**src/rtl/demod_pkg.sv**
```systemverilog
// demod_pkg: shared types and constants for the demod segmenter.
// Holds the FSM state enum, default widths and parameter checks.
package demod_pkg;

  localparam int DEMOD_DATA_W   = 32;
  localparam int DEMOD_SEG_BITS = 3;

  typedef enum logic [1:0] {
    IDLE = 2'd0,
    RUN  = 2'd1,
    HOLD = 2'd2
  } demod_state_e;

  function automatic bit demod_fit_ok(
    input int data_w,
    input int seg_bits,
    input int num_seg
  );
    return (num_seg * seg_bits) <= data_w;
  endfunction

  function automatic bit demod_params_ok(
    input int data_w,
    input int seg_bits,
    input int num_seg,
    input int out_w,
    input int latency
  );
    return demod_fit_ok(data_w, seg_bits, num_seg)
        && (seg_bits <= out_w)
        && (latency >= 1);
  endfunction

endpackage

```
**src/rtl/demod_gray_decode.sv**
```systemverilog
// demod_gray_decode: combinational Gray-to-binary for one symbol.
// Ports: g (Gray in, W bits), b (binary out, W bits).
module demod_gray_decode #(
  parameter int W = 3
) (
  input  logic [W-1:0] g,
  output logic [W-1:0] b
);

  // b[i] is the XOR of every Gray bit at or above i.
  for (genvar i = 0; i < W; i++) begin : g_bit
    assign b[i] = ^g[W-1:i];
  end

endmodule

```
**src/rtl/demod_segmenter_ctrl.sv**
```systemverilog
// demod_segmenter_ctrl: captures a word on start, slices it into
// NUM_SEG zero-extended symbol fields after LATENCY edges.
// Ports: clk, reset (sync, active-high), start, in_data[DATA_W],
//   out_ready -> segments[NUM_SEG*OUT_W], valid, busy, overrun.
// Option: DEMOD_GRAY_DECODE_EN Gray-decodes each field.
module demod_segmenter_ctrl
  import demod_pkg::*;
#(
  parameter int DATA_W   = DEMOD_DATA_W,
  parameter int SEG_BITS = DEMOD_SEG_BITS,
  parameter int NUM_SEG  = 10,
  parameter int OUT_W    = 32,
  parameter int LATENCY  = 3
) (
  input  logic                     clk,
  input  logic                     reset,
  input  logic                     start,
  input  logic [DATA_W-1:0]        in_data,
  input  logic                     out_ready,
  output logic [NUM_SEG*OUT_W-1:0] segments,
  output logic                     valid,
  output logic                     busy,
  output logic                     overrun
);

  if (!demod_params_ok(DATA_W, SEG_BITS, NUM_SEG,
                       OUT_W, LATENCY)) begin : g_bad_params
    $error("demod_segmenter_ctrl: illegal parameters");
  end

  localparam int CNT_W = $clog2(LATENCY + 1);
  localparam logic [CNT_W-1:0] CNT_LAST = CNT_W'(LATENCY - 1);

  demod_state_e       state;
  logic [CNT_W-1:0]   cnt;
  logic [DATA_W-1:0]  data_q;

  logic [SEG_BITS-1:0]      raw  [NUM_SEG];
  logic [SEG_BITS-1:0]      fld  [NUM_SEG];
  logic [NUM_SEG*OUT_W-1:0] seg_next;

  for (genvar k = 0; k < NUM_SEG; k++) begin : g_seg
    assign raw[k] = data_q[k*SEG_BITS +: SEG_BITS];
`ifdef DEMOD_GRAY_DECODE_EN
    demod_gray_decode #(
      .W (SEG_BITS)
    ) u_gray (
      .g (raw[k]),
      .b (fld[k])
    );
`else
    assign fld[k] = raw[k];
`endif
  end

  always_comb begin
    seg_next = '0;
    for (int k = 0; k < NUM_SEG; k++) begin
      seg_next[k*OUT_W +: SEG_BITS] = fld[k];
    end
  end

  // Bits of data_q above the last field are deliberately dropped.
  logic unused_data;
  assign unused_data = ^data_q;

  assign busy  = (state == RUN);
  assign valid = (state == HOLD);

  always_ff @(posedge clk) begin
    if (reset) begin
      state    <= IDLE;
      cnt      <= '0;
      data_q   <= '0;
      segments <= '0;
      overrun  <= 1'b0;
    end else begin
      overrun <= 1'b0;
      unique case (state)
        IDLE: begin
          if (start) begin
            data_q <= in_data;
            cnt    <= '0;
            state  <= RUN;
          end
        end
        RUN: begin
          overrun <= start;
          if (cnt == CNT_LAST) begin
            segments <= seg_next;
            state    <= HOLD;
          end else begin
            cnt <= cnt + 1'b1;
          end
        end
        HOLD: begin
          if (out_ready) begin
            if (start) begin
              // back-to-back: skip IDLE entirely
              data_q <= in_data;
              cnt    <= '0;
              state  <= RUN;
            end else begin
              state <= IDLE;
            end
          end else begin
            overrun <= start;
          end
        end
        default: state <= IDLE;
      endcase
    end
  end

endmodule

```
**config.mk**
```make
export PLATFORM = sky130hd
export DESIGN_NAME = demod_segmenter_ctrl
export DESIGN_NICKNAME = d
export VERILOG_FILES = /design/src/rtl/demod_pkg.sv /design/src/rtl/demod_gray_decode.sv /design/src/rtl/demod_segmenter_ctrl.sv
export SDC_FILE = /design/constraint.sdc
export NUM_CORES = 1
export LEC_CHECK = 0
export BUFFER_PORTS_ARGS = -buffer_cell sky130_fd_sc_hd__buf_2
export CORE_AREA = 2 2 138 140
export DETAILED_ROUTE_END_ITERATION = 10
export DIE_AREA = 0 0 140 142
export GPL_TIMING_DRIVEN = 0
export RECOVER_POWER = 50
export SLEW_MARGIN = 20
export SYNTH_ARGS = -nofsm -noshare
export SYNTH_HDL_FRONTEND = slang
export SYNTH_SLANG_ARGS = --single-unit
```
**constraint.sdc**
```tcl
create_clock -name clk -period 2.45 [get_ports clk]
set_clock_uncertainty 0.1 [all_clocks]
set_input_delay 0.49 -clock clk [delete_from_list [all_inputs] [get_ports clk]]
set_output_delay 0.49 -clock clk [all_outputs]
set_load 0.005 [all_outputs]
```
== Word level (Yosys, flattened, before mapping) ==
Cells that the tools add are included.
Word-level totals
  flip-flop bits (word level): 67
  bits of input ports: 36
  output and inout bits: 323
  logic and storage cells: 34
Cells by class
  add/sub/neg operators: 1
  equality and inequality tests: 7
  mux-type cells: 14
  reduce and logical (&&, ||, !) cells: 7
Operator list (count)
  $mux W32: 2
  $pmux W32 S2: 1
  $mux W2: 6
  $pmux W2 S3: 2
  $ne A2 B2 Y1 const B: 3
  $reduce_and A3 Y1: 2
  $eq A2 B2 Y1 const B: 2
  $reduce_and A2 Y1: 2
  $reduce_bool A3 Y1: 1
  $add A2 B1 Y2 const B: 1
  $eq A2 B1 Y1 const B: 1
  $logic_not A2 Y1: 1
  $mux W1: 2
  $ne A2 B1 Y1 const B: 1
  $pmux W1 S2: 1
  $reduce_bool A2 Y1: 1

== Longest topological paths before layout ==
Gate-level depths: netlist of run 1.
  depth in word-level cells: 3
  mapped depth: 7
  depth with buffers taken out: 5

== Least setup slack after synthesis of run 1 ==
No wires, ideal clock.
  path type: reg-to-reg
  from: register state[0]
  to: register data_q[0]
  setup time: 0.072 ns
  arrival time: 1.351 ns
  required time: 2.278 ns
  path slack: 0.927 ns
  cell stages (with the launch flop): 8
  buffers on the path: 2
  clock period less this slack: 1.523 ns
  path through: dfxtp_1 -> inv_1 -> ha_1 -> mux2i_1 -> nor2b_1 -> buf_6 -> buf_12 -> mux2i_1
Between the ends
  longest elaborated chain between the ends: 3
  elaborated cells between the ends (all ways): 6
  those cells by class: eq/ne: 2; mux: 1; reduce/logical: 3
RTL lines
  from (decl): line demod_segmenter_ctrl.sv:34  | demod_state_e state;
  from (signal assigned): line demod_segmenter_ctrl.sv:72  | state <= IDLE;
  from (signal assigned): line demod_segmenter_ctrl.sv:84  | state <= RUN;
  from (signal assigned): line demod_segmenter_ctrl.sv:91  | state <= HOLD;
  $eq A2 B2 Y1 *
  named net valid: line demod_segmenter_ctrl.sv:21  | output logic valid,
  $ne A2 B2 Y1 (no line) / $reduce_bool A2 Y1 (equally long branches)
  $reduce_and A2 Y1 (no line)
  to (signal assigned): line demod_segmenter_ctrl.sv:82  | data_q <= in_data;
  to (signal assigned): line demod_segmenter_ctrl.sv:100  | data_q <= in_data;
  to (decl): line demod_segmenter_ctrl.sv:36  | logic [DATA_W-1:0] data_q;
The timed path passes the listed nets; every way through them passes the cells marked *.
A chain may end at the register's enable or synchronous reset.

== Worst setup path after layout of run 1 ==
  from: register state[1]
  to: output busy
Between the ends
  longest elaborated chain between the ends: 1
RTL lines
  $eq A2 B1 Y1: line demod_segmenter_ctrl.sv:67  | assign busy = (state == RUN);
  to (decl): line demod_segmenter_ctrl.sv:22  | output logic busy,
Every way passes these cells.

==> impl_summary.md, run 1 <==
Drt
The overall via count from detail_route is about 3600. The routed length on met3 is 1100 um. Once detail routing completed, the nets flagged for antenna violations numbered 0.

The routed wire length on met2 is between 5000 and 6000 um. The detailed-route DRC error count is 25. For this block, the routed nets add up to roughly 11000 um of wire. The highest layer used for signal routing is met4. The first detailed-routing pass took 7 iterations. The iteration-0 DRC count of the detailed router is 139.

The wire length on met1 is approximately 4000 um. Dividing the detail-routed via count by the number of cells gives 3.03. In the final routed layout, each cell accounts on average for 8.97 um.

Clocking
After clock tree synthesis, the clock-pin slew on the worst setup and hold paths is 0.05 ns. The number of hold buffers added after CTS was 0. The H-tree was split into 3 levels. Gates resized during post-CTS repair numbered 0. Clock tree synthesis inserted a total of 9 buffers. The number of sinks on the clock net is 65.

The clock reaches the later pin of the worst-skew pair after roughly 0.34 ns. The maximum buffer depth of the clock tree is 2. Clock tree synthesis selected as its root buffer the cell clkbuf_16. The TritonCTS clock tree is done. In this run the post-CTS setup repair buffer count came out at 0.

Floorplanning
The number of primary I/O pins is approximately 360. Row generation in the floorplan step produced 50 rows. The core box area is 0.0185 sq mm.

Measured along the x axis, the die boundary spans ~140 um. Once the floorplan was initialized, standard cells occupied between 20% and 30% of the core. The die covers around 0.02 sq mm. The die boundary height is 142 um.

Synth
In the synthesized netlist the dominant register cell turns out to be dfxtp_1. The synthesized area is slightly below 0.005 sq mm. The count of yosys warnings during synthesis is 0. After synthesis the netlist holds a flip-flop and latch count of 65.

The count of unique library cells instantiated by Yosys is 28. The share of flip-flops with an asynchronous set or reset is 0%. The sequential element share of the synthesized area is 26.8%. The number of instances in the synthesized netlist is between 500 and 600. Yosys mapped a number of flops with a built-in enable equal to 0. The synthesized area divided by synthesized cell count is between 8 and 9 sq um.

Global route
The via count of the first global-routing pass was ~3100. The wire length of the first global-routing pass is between 15000 and 20000 um. The initial antenna violation count is 0. The overflow left after global routing is 0. The overall track demand over capacity in global routing is 10.2%. The pin count of the biggest net entering global routing is 13.

Timing
In the post-route analysis, the smallest setup slack over all paths is 0.541 ns. The share of the clock period used by the worst path after layout is 77.9%. Setup repair after global routing left no endpoint under its margin. The shortest clock period the worst path allows after layout is 1.91 ns.

At the pin with the least slew margin, the transition time is slightly below 0.6 ns. The final-layout setup total negative slack is 0 ns. Derived from the worst setup path, the maximum achievable clock frequency is about 0.52 GHz. Setup violations remaining at the end of the flow were counted as 0. The worst pin sits at a relative slew slack of around 61%. The number of hold-slack violations in the final timing report is 0. The number of max-slew violations in the final report was 0.

Finish
The number of cells in the finished layout apart from fillers is between 1000 and 1500. In the final layout, the multi-input gates occupy 0.00225 sq mm. The final cell utilization of the core is a little under two fifths.

The number of nets in the layout is 1001. Counting the fill cells in the layout gives roughly 2000. Across the whole layout, storage elements account for between 0.001 and 0.0015 sq mm. The repair_antennas step left the layout with diodes totalling 0.

Cells with a size suffix above 1 make up between 30% and 40% of the layout. Relative to the synthesized area, the layout overhead comes to 40.4%.

Power and ir drop
In this run the power density over the cells is approximately 460 mW/mm^2. The power after layout is roughly 3.1 mW. The analysis attributes to cell leakage a power of 3.92 nW.

The maximum resistive drop on vdd is around 0.00021 V.

Critical path
The critical-path maximum fanout is 7. The startpoint-to-endpoint class of the critical path is flop to output pin. The capturing element type of the critical path is an output pin. The startpoint type of the worst setup path is a flop. The data arrival time at the worst-slack endpoint is 1.32 ns.

The required time at the worst-slack endpoint is roughly 1.9 ns.

Min path
The worst hold path belongs to the class input pin to flop.

Run status
The run finished, with violations left. The final reports fail on DRC.

Place
The count of input and output buffers is 65. The instance count after placement with tap cells included is about 1200. The setup slack after placement is 0.557 ns.

At the end of routability-driven placement, the weighted congestion stood at between 0.7 and 0.8. The estimated wirelength of the detail-placed design is 8900 um.

Flow run
The number of max-capacitance violations reported is 0.
-- power by group --
group,internal [mW],total (mW),switching (mW)
sequential,1.10,1.12,0.0232
clock,0.816,1.32,0.500
combinational,0.400,0.686,0.286
-- metrics by stage --
stage / hold WS, ns / cell area (sq um)
3_5_place_dp: 0.343 / 6560
3_3_place_gp: 0.341 / 6560
2_1_floorplan: 0.332 / 5940
6_report: 0.255 / 6820
5_1_grt: 0.245 / 6820
4_1_cts: 0.246 / 6870
-- cell usage after synthesis, types with 2 or more instances --
master,n,area (sq um)
clkbuf_1,4,15.0
a21oi_1,30,150
nand2_1,123,462
buf_12,3,60.1
ha_1,7,87.6
mux2i_1,33,330
nand2b_1,6,37.5
inv_1,3,11.3
nor2b_1,2,12.5
buf_4,295,2210
dfxtp_1,65,1300
buf_6,3,33.8
buf_2,4,20.0
-- cells in the final DEF, fill, tap and decap left out, types with 2 or more instances in the layout --
cell type / n
clkbuf_16: 9
clkinv_4: 2
buf_4: 295
buf_12: 3
a21oi_1: 30
mux2i_1: 33
clkinv_2: 2
dfxtp_1: 65
clkinvlp_4: 2
conb_1: 290
ha_1: 7
clkbuf_1: 33
buf_6: 2
nor2b_1: 2
nand2_1: 123
inv_1: 3
buf_2: 41
nand2b_1: 6
-- area by class of cell --
type                    instances  area share [%]
multi-input cells             502            33.0
well taps                     234            4.29
flip-flops and latches         65            19.1
clock inverters                 6           0.991
plain buffers                 311            34.6
clock buffers                  10            3.50
repair buffers                 65            4.28
inverters                       4           0.239
-- path summary, 6_finish.rpt --
check	startpoint	endpoint	slack (ns)	cells after the start
setup / recovery	state[1]	busy	0.54	3
hold / removal	reset	state[1]	0.26	2
setup reg to reg	state[0]	data_q[21]	0.56	7
hold reg to reg	data_q[15]	segments[160]	0.35	2
-- sequential cells by signal (all words and copies together), names as in the netlist --
name / count
data_q: 30
segments: 30
cnt: 2
state: 2
overrun: 1
-- critical path: stages, from the launching register on --
cell and delay (ns):
dfxtp_1 0.42, inv_1 0.11, ha_1 0.29, buf_2 0.17
-- logic make-up (layout without fill, tap and decap cells) --
kind of cell,count (synthesis),count (layout),synth area share (%)
other,1,290,0.0772
AO/OA/AOI/OAI,35,35,4.07
AND/OR/NAND/NOR,137,137,11.3
flip-flops,65,65,26.8
adder cells (fa/ha/maj),7,7,1.80
multiplexers,33,33,6.80
buffers and inverters,315,396,49.1
-- metal layers --
| layer | GRT usage, % | vias up |
|---|---|---|
| li1 | - | 2003 |
| met1 | 10.9 | 1431 |
| met2 | 18.0 | 180 |
| met3 | 4.00 | 9 |
| met4 | 4.31 | 0 |
| met5 | 0 | - |
Power figures use the tool's default switching activity.
==> inputs of run 2 (changes only) <==
Clock period 2.45 ns to 1.75 ns, I/O delays scaled along.
==> impl_summary.md, run 2 (synthesis gave the netlist of run 1 again) <==
Critical path
The critical path startpoint is state[1]. The count of buffer and inverter cells on the critical path is 2. The worst setup path is captured at an output pin.

The kind of cell with the highest combined delay on the critical path is flip-flops. The number of cell instances on the worst register-to-register path is 7. The critical-path maximum fanout is 7.

Counting buffers and inverters, the worst setup path is 3 cells deep. The slack of the worst reg-to-reg path is about 0.15 ns. Traced cell by cell, the critical path runs through inv_1, ha_2, buf_2.

Data on the critical path arrives at its endpoint at between 1 and 1.5 ns. The startpoint-to-endpoint class of the critical path is flop to output pin. The capturing instance or port of the critical path is busy. The worst-path cell with the longest stage delay is dfxtp_2. The capture point of the worst reg-to-reg path is data_q[21].

At the worst endpoint, the required time is around 1.3 ns. The largest stage delay on the critical path is approximately 0.35 ns. The startpoint type of the worst setup path is a flop.

The startpoint of the lowest-slack register-to-register path is state[0].

Timing
The shortest clock period the worst path allows after layout is between 1.5 and 2 ns. The number of hold-slack violations in the final timing report is 0. After layout, the worst path uses around 94% of the clock period. The final-layout setup total negative slack is 0 ns.

The number of max-slew violations in the final report came to 0. The final count of negative-setup-slack endpoints is 0. For the pin with the worst max-slew slack, the measured transition is between 0.5 and 0.6 ns.

The achievable frequency is slightly above 0.6 GHz. The relative slew slack is between 60 and 70%. Setup repair after global routing left no endpoint under its margin.

Finish
In the final layout, the share of cells above drive strength 1 is approximately two fifths. With fillers left out, the area of the finished cells amounts to just under 0.007 sq mm. After the flow finishes, the layout carries non-filler instances totaling 1197. In the layout the commonest cells are 295 x buf_4, 290 x conb_1, 123 x nand2_1, 63 x dfxtp_1, 40 x buf_2.

The largest registers in the layout are data_q x30, segments x30. Cells fill between 30% and 40% of the core in the end. The area growth from synthesis to layout is 40.8%.

The filler cells instantiated in the layout total between 1500 and 2000. The number of nets in the layout is between 1000 and 1500. The number of antenna cells inserted is 0.

The commonest non-fill, non-tap cell in the layout is buf_4.

Min path
The kind of path behind the tightest hold check is input pin to flop. The worst hold path passes through 2 cells.

Run status
The final reports fail on DRC. The flow ran to the end, but the final reports show violations.

Clocking
The H-tree was split into 3 levels. The TritonCTS clock tree is done. The post-CTS clock slew at the launch and capture registers of the worst setup and hold paths is 0.05 ns.

The clock passes through at most 2 buffers. The later-pin clock latency in the skew report is 0.34 ns. The number of sinks on the clock net is 65. In this run the post-CTS setup repair buffer count came out at 0. The number of CTS-inserted buffers is 9.

The root buffer cell is clkbuf_16.

Drt
The detailed router placed between 3000 and 4000 vias in this run. The final layout contains routed wiring with a total length of between 10000 and 15000 um. Dividing the detail-routed wire length by the instance count gives a little under 9 um. Once detail routing completed, the nets flagged for antenna violations numbered 0. The average vias per placed instance is 3.03. For this run, design rule violations remaining after detail routing come to 25. The first detailed-routing pass ran for 7 iterations. For this block, the initial DRC count from the detailed router was approximately 150.

Place
The count of input and output buffers is between 60 and 70. Detailed placement ended at an HPWL of a little under 9000 um. The congestion estimate from routability-driven global placement came to roughly 0.7. The instance count after placement with tap cells included is 1181. After detailed placement, the total cell area comes to about 0.0066 sq mm.

Power and ir drop
The power spent charging and discharging nets is around 1.1 mW. The clock network fraction of total power is a little over two fifths. The internal power is 3.25 mW. Dividing total power by cell area gives a power density of 641 mW/mm^2. Across the VDD grid, the largest voltage drop is ~0.00029 V. The static leakage power is between 3 and 4 nW.

The share of total power dissipated in sequential elements is between 30% and 40%. Combinational cells account for between 20% and 30% of the total power. After layout, the design draws a total of 4.38 mW. Net switching is between 20 and 30% of the power.

Global route
Global routing used 4.00% of the available met3 tracks. The met2 layer usage reported by global route is about 18%. The overflow left after global routing is 0. Global routing consumed, on the met1 layer, between 10% and 20% of the routing resources. The via count of the first global-routing pass is between 3000 and 4000.

The initial antenna violation count is 0. The highest-utilization routing layer at the global route stage is met2. The wire length of the first global-routing pass is between 15000 and 20000 um. The overall track demand over capacity in global routing is between 10 and 15%. Entering global routing, the biggest net connects 13 pins.

Floorplanning
Once the floorplan was initialized, standard cells occupied between 20% and 30% of the core. During I/O placement, the number of pins put on the boundary was 359. The core box area is ~0.018 sq mm. The floorplan has 50 rows. In this run the horizontal extent of the chip is 140 um.

The die area is approximately 0.020 sq mm. The die is 142 um tall.

Flow run
Max-cap violations in this run came to 0.
## run 2: worst min-delay path by stage
| stage | slack [ns] | end | from |
|---|---|---|---|
| final | 0.11 | state[1] | reset |
| after global routing | 0.1 | state[1] | reset |
| after CTS | 0.1 | state[1] | reset |
| after detailed placement | 0.34 | segments[98] | segments[98] |
| after global placement | 0.34 | segments[192] | segments[192] |
| after floorplan | 0.33 | segments[0] | data_q[0] |
## run 2: timing repair
item,CTS,global route
gates resized for setup,2,2
endpoints found under the setup margin,11,11
gates cloned,0,0
hold buffers,0,0
## run 2: layout make-up
cell class / count / area [sq um] / share of cell area [%]
Timing Repair Buffer: 65 / 292 / 4.26
Tap cell: 234 / 293 / 4.28
Clock inverter: 6 / 67.6 / 0.988
Sequential cell: 65 / 1300 / 19.1
Clock buffer: 10 / 239 / 3.49
Buffer: 311 / 2370 / 34.7
Multi-Input combinational cell: 502 / 2260 / 33.0
Inverter: 4 / 16.3 / 0.238
## run 2: power by group through the flow
stage	Sequential (mW)	Combinational (mW)	Clock (mW)
finish	1.58	0.967	1.84
global route	1.58	1.08	1.98
CTS	1.57	0.934	1.90
detailed placement	1.61	0.933	0
global placement	1.61	0.928	0
floorplan	1.60	0.837	0
## run 2: stage by stage
step / hold WS [ns] / worst slack (ns)
after floorplan: 0.332 / 0.227
after global placement: 0.341 / -0.0866
after detailed placement: 0.343 / -0.143
after CTS: 0.0988 / 0.0166
after global routing: 0.0972 / 0.0233
final: 0.110 / 0.113
## run 2: per-layer routing
layer  up-vias  wire length, um
li1       2002                -
met1      1436             4050
met2       180             5420
met3        10             1090
met4         0              138
met5         -                0
